===== config.mk =====
export PLATFORM = sky130hd
export DESIGN_NAME = gc_wptr
export DESIGN_NICKNAME = d
export VERILOG_FILES = /design/src/rtl/gc_wptr.sv
export SDC_FILE = /design/constraint.sdc
export NUM_CORES = 1
export LEC_CHECK = 0
export BUFFER_PORTS_ARGS = -buffer_cell sky130_fd_sc_hd__buf_2
export CORE_UTILIZATION = 40
export DETAILED_ROUTE_END_ITERATION = 10
export HOLD_SLACK_MARGIN = 0.08
export MAX_ROUTING_LAYER = met4
export PLACE_DENSITY = 0.74
export REMOVE_ABC_BUFFERS = 1
export SETUP_SLACK_MARGIN = 0.2
export SYNTH_ARGS = -nofsm -noshare
export SYNTH_HDL_FRONTEND = slang
export SYNTH_SLANG_ARGS = --single-unit

===== constraint.sdc =====
create_clock -name clk -period 6.3 [get_ports clk]
set_input_delay 0.945 -clock clk [delete_from_list [all_inputs] [get_ports clk]]
set_output_delay 0.945 -clock clk [all_outputs]
set_load 0.005 [all_outputs]

===== src/rtl/gc_wptr.sv =====
// rtl/gc_wptr.sv - async FIFO write pointer: binary count, registered Grey publish, full/level
module gc_wptr #(
  parameter int ADDR_W    = 4,
  parameter int AF_THRESH = 12
) (
  input  logic              clk,
  input  logic              rst,
  input  logic              push,
  input  logic [ADDR_W:0]   rd_gc_sync,
  output logic              accept,
  output logic [ADDR_W-1:0] waddr,
  output logic [ADDR_W:0]   wptr_gc,
  output logic              full,
  output logic              almost_full,
  output logic [ADDR_W:0]   level
);

  localparam int PW = ADDR_W + 1;

  // Full is "Grey write pointer equals read pointer with its top two bits
  // inverted"; the mask covers ADDR_W=1, where both bits are the top two.
  localparam logic [ADDR_W:0] FULL_MASK = PW'(3) << (ADDR_W - 1);

  // Threshold widened by one bit so AF_THRESH = 2^ADDR_W+... stays exact.
  localparam logic [ADDR_W+1:0] AF_LIMIT = (ADDR_W + 2)'(AF_THRESH);

  logic [ADDR_W:0] wbin;
  logic [ADDR_W:0] wbin_next;
  logic [ADDR_W:0] gnext;
  logic [ADDR_W:0] rbin;
  logic [ADDR_W:0] diff;

  // A push is taken only when the registered full flag is clear.
  assign accept    = push & ~full;
  assign waddr     = wbin[ADDR_W-1:0];
  assign wbin_next = wbin + {{ADDR_W{1'b0}}, accept};
  assign gnext     = wbin_next ^ (wbin_next >> 1);
  assign diff      = wbin_next - rbin;

  // Grey-to-binary decode of the synchronized read pointer, MSB downward.
  always_comb begin
    rbin = '0;
    rbin[ADDR_W] = rd_gc_sync[ADDR_W];
    for (int i = ADDR_W - 1; i >= 0; i--) begin
      rbin[i] = rbin[i+1] ^ rd_gc_sync[i];
    end
  end

  // Pointer and status registers; every output crossing domains is a flop.
  always_ff @(posedge clk or posedge rst) begin
    if (rst) begin
      wbin        <= '0;
      wptr_gc     <= '0;
      full        <= 1'b0;
      almost_full <= 1'b0;
      level       <= '0;
    end else begin
      wbin        <= wbin_next;
      wptr_gc     <= gnext;
      full        <= (gnext == (rd_gc_sync ^ FULL_MASK));
      almost_full <= ({1'b0, diff} >= AF_LIMIT);
      level       <= diff;
    end
  end

endmodule


## After elaboration in Yosys (flattened, before gate mapping)

Index checks and enable logic that the tools add are counted.

- Output and inout port bits: 17
- Flip-flop bits (word level): 17
- Input port bits: 8

- Eq/ne operators: 1
- Add/subtract/negate cells: 2
- Magnitude comparators: 1
- Bitwise logic cells: 8

Operators by type and width:

| kind | number |
|---|---|
| 5-bit by 1-bit adder with 5-bit output | 1 |
| 5-bit == test | 1 |
| 5-bit by 4-bit greater-or-equal comparator with 1-bit output (second input constant) | 1 |
| 5-bit subtractor | 1 |
| 5-bit by 4-bit bitwise XOR with 5-bit output | 1 |
| 1-bit bitwise XOR | 4 |
| 2-bit NOT | 1 |
| 1-bit AND | 1 |
| 1-bit NOT | 1 |

## Logic depth before layout (Yosys ltp)

- Word-level depth: 6
- Gate-level depth with buffers: 10
- Depth with buffers taken out: 10

## Worst setup path before layout

OpenSTA, ideal clock, no wires.

- Path type: input to register
- From: input port rd_gc_sync[4]
- To: register almost_full
- Stages: 10
- Data required time: 6,162 ps
- Slack: 2,918 ps
- Arrival: 3,244 ps
- Cells stage by stage: xnor2_1 xor2_1 xor2_1 xnor2_1 ha_1 fa_1 nor2b_1 o21ai_1 and3_1 or4b_1

- Word-level cells in the longest chain between the ends: 6

Ends and longest elaborated chain:

| item | line | RTL |
|---|---|---|
| start, declared | 9 | `input logic [ADDR_W:0] rd_gc_sync,` |
| 1-bit bitwise XOR (4 in a row) | 45 | `rbin[i] = rbin[i+1] ^ rd_gc_sync[i];` |
| 5-bit subtractor * | 38 | `assign diff = wbin_next - rbin;` |
| 5-bit by 4-bit greater-or-equal comparator with 1-bit output * | 61 | `almost_full <= ({1'b0, diff} >= AF_LIMIT);` |
| end signal, assigned | 61 |  |
| end, declared | 14 | `output logic almost_full,` |

Every way passes the cells marked *; elsewhere a longest branch is shown, timed or not.

## Final worst setup path

Ends and elaborated chain as after synthesis.

==> flow_summary_export.csv <==
group,metric,value,unit
outcome,status,"completed",
worst_setup_path,startpoint_type,"input port",
route,wl,1.56,mm
route,routedWlPerCell,11.8,um
clock_network,cts_hold_buf,0,
worst_setup_path,cp-end-kind,"flip-flop",
global_routing,grt_max_degree,17,
route,first_iter_violations,6,
synthesis,ys_ff_latch,16,
sta,slew_headroom,58.7,%
worst_setup_path,reg2reg_from,"full$_DFF_PP0_",
worst_setup_path,rrSetupSlack,3470,ps
synthesis,ys_types,27,
worst_hold_path,hp-class,"reg2reg",
global_routing,grt_remaining_overflow,0,
global_routing,grt_usage,15.7,%
die,ioPinCount,25,
synthesis,ys_seq_area_share,43.5,%
power_and_ir_drop,power.density,596,mW/mm^2
worst_setup_path,cp_max_fo,5,
clock_network,htree_levels,1,
route,first_pass_iters,4,
synthesis,syn_area,920,um^2
sta,finalSetupViolCount,0,
route,viasPerCell,4.70,
sta,fin_worst_skew,6.77,ps
flow_run,cap_viol_max_count,0,
sta,rsz0062_at_grt,"no",
sta,max_freq,292,MHz
power_and_ir_drop,vdd_drop_max,0.000279,V
clock_network,cts_made_buffers,3,
clock_network,path_clk_slew,90,ps
worst_setup_path,reg2reg_depth,9,
clock_network,post-cts-setup-buffers,0,
finish,n_antenna_cell,0,
clock_network,cts_resized,0,
place,portBuffers,24,
die,die_area,0.00250,mm^2
finish,area_growth,18.6,%
synthesis,syn_area_per_cell,11.6,um^2
clock_network,cts_max_path_buffers,2,
clock_network,cts_tree,"yes",
finish,final_cells,132,
sta,hold_viol,0,
synthesis,yosysWarnings,0,
global_routing,grt_pass1_vias,636,
place,post-dp-hpwl,1.26,mm
route,drc,0,
worst_setup_path,path_class,"in2reg",
worst_hold_path,whs_endpoint,"wbin[0]$_DFF_PP0_",
clock_network,cts.sinks,16,
synthesis,syn_inst,79,
die,die_h,50.0,um
worst_hold_path,hold-path-cell-count,1,
route,antenna_left,0,
sta,fin_crit,3420,ps
die,coreArea,0.00206,mm^2
clock_network,clkLatencyLatePin,270,ps
global_routing,grt_first_pass_wirelength,2.82,mm
clock_network,cts_root_buf,"clkbuf_4",
route,dr_total_vias,620,
place,gp_congestion,0.786,
power_and_ir_drop,p_leak,0.535,nW
die,rows,16,
worst_setup_path,required,6460,ps
worst_setup_path,critPathArrivalTime,3580,ps
die,initial_core_util,44.6,%
worst_hold_path,hp-start,"wbin[0]$_DFF_PP0_",
die,die_x,50.0,um
finish,num-nets-final,122,
global_routing,antenna_found_initial,0,
finish,drive_gt1_share,32.4,%
sta,slew_violations,0,
sta,finalCritPeriodShare,54.3,%
sta,setup_tns,0,ps
place,placed_cells,129,
sta,worst_pin_slew,619,ps
worst_setup_path,r2r_end,"almost_full$_DFF_PP0_",
-- cells by family after synthesis --
kind of cell	Yosys count	share of synthesized area, %
AO/OA/AOI/OAI	8	6.80
XOR/XNOR	22	24.2
adder cells (fa/ha/maj)	7	10.3
buffers and inverters	10	4.22
flip-flops	16	43.5
multiplexers	1	1.09
AND/OR/NAND/NOR	15	9.80
-- per-stage QoR --
step	power, mW	hold WS (ps)	area, um^2	utilization, %	setup WS [ps]
final	0.650	618	1090	52.9	2880
after global routing	0.720	661	1090	52.9	2670
after CTS	0.661	621	1090	52.9	2860
after detailed placement	0.609	601	1070	51.8	2540
after global placement	0.593	600	1070	51.8	2660
after floorplan	0.499	595	915	-	2920
-- how the worst max path moves through the flow --
stage,startpoint,to,slack (ps),depth (start not counted)
2_1_floorplan,rd_gc_sync[4],almost_full$_DFF_PP0_,2920,10
3_3_place_gp,rd_gc_sync[4],almost_full$_DFF_PP0_,2660,11
3_5_place_dp,rd_gc_sync[4],almost_full$_DFF_PP0_,2540,11
4_1_cts,rd_gc_sync[4],almost_full$_DFF_PP0_,2860,11
5_1_grt,rd_gc_sync[4],almost_full$_DFF_PP0_,2670,11
6_report,rd_gc_sync[4],almost_full$_DFF_PP0_,2880,11
-- flip-flops by register name (all words and copies together) (netlist names) --
signal / flops
level: 5
wptr_gc: 4
full: 1
almost_full: 1
wbin: 5
-- critical path, stage by stage --
cell	delay (ps)
buf_2	120
xnor2_1	240
xor2_1	250
xor2_1	290
xnor2_1	110
ha_1	220
fa_1	490
nor2b_1	140
o21ai_1	80
and3_1	200
or4b_1	490
-- layout make-up --
| type | count | area (um^2) |
|---|---|---|
| Fill cell | 198 | 971 |
| Multi-Input combinational cell | 53 | 480 |
| Sequential cell | 16 | 400 |
| Timing Repair Buffer | 24 | 120 |
| Inverter | 9 | 33.8 |
| Tap cell | 27 | 33.8 |
| Clock buffer | 3 | 22.5 |
-- layer usage --
| metal | global-route usage (%) | part of all wire [%] |
|---|---|---|
| met5 | - | 0 |
| met4 | 7.14 | 0.83 |
| met3 | 2.78 | 4.0 |
| met2 | 25.0 | 49 |
| met1 | 19.4 | 46 |
-- placed cells by master, fill, tap and decap left out, types with 2 or more instances in the layout --
| cell | instances |
|---|---|
| nand3_1 | 4 |
| xnor2_2 | 2 |
| dfrtp_1 | 16 |
| ha_1 | 6 |
| buf_2 | 24 |
| xor2_2 | 2 |
| inv_1 | 9 |
| xor2_1 | 6 |
| nand2_1 | 2 |
| xnor2_1 | 12 |
| nor2b_1 | 2 |
| a21oi_1 | 2 |
| clkbuf_4 | 3 |
-- cell usage after synthesis --
| master | count | area share (%) |
|---|---|---|
| or4b_1 | 1 | 1.1 |
| nor4_1 | 1 | 0.68 |
| fa_1 | 1 | 2.2 |
| o2bb2ai_1 | 1 | 0.95 |
| nor2b_1 | 2 | 1.4 |
| a2111oi_2 | 1 | 1.6 |
| or3_1 | 1 | 0.68 |
| xor2_2 | 2 | 3.5 |
| ha_1 | 6 | 8.2 |
| mux2i_1 | 1 | 1.1 |
| o21ai_1 | 1 | 0.54 |
| and3_1 | 1 | 0.68 |
| a21oi_1 | 2 | 1.1 |
| dfrtp_1 | 16 | 44 |
| a21bo_2 | 1 | 1.1 |
| nand4_1 | 1 | 0.68 |
| nand4b_1 | 1 | 0.95 |
| xor2_1 | 6 | 5.7 |
| xnor2_2 | 2 | 3.5 |
| nand3_1 | 4 | 2.2 |
| nand2_1 | 2 | 0.82 |
| or2_2 | 1 | 0.68 |
| a31oi_1 | 1 | 0.68 |
| xnor2_1 | 12 | 11 |
| buf_2 | 1 | 0.54 |
| a21o_1 | 1 | 0.82 |
| inv_1 | 9 | 3.7 |
-- report_power, final --
part | internal (mW) | switching, mW | total, mW
Clock | 0.0221 | 0.0291 | 0.0512
Sequential | 0.161 | 0.0351 | 0.196
Combinational | 0.200 | 0.202 | 0.403
(Power assumes the default switching activity.)
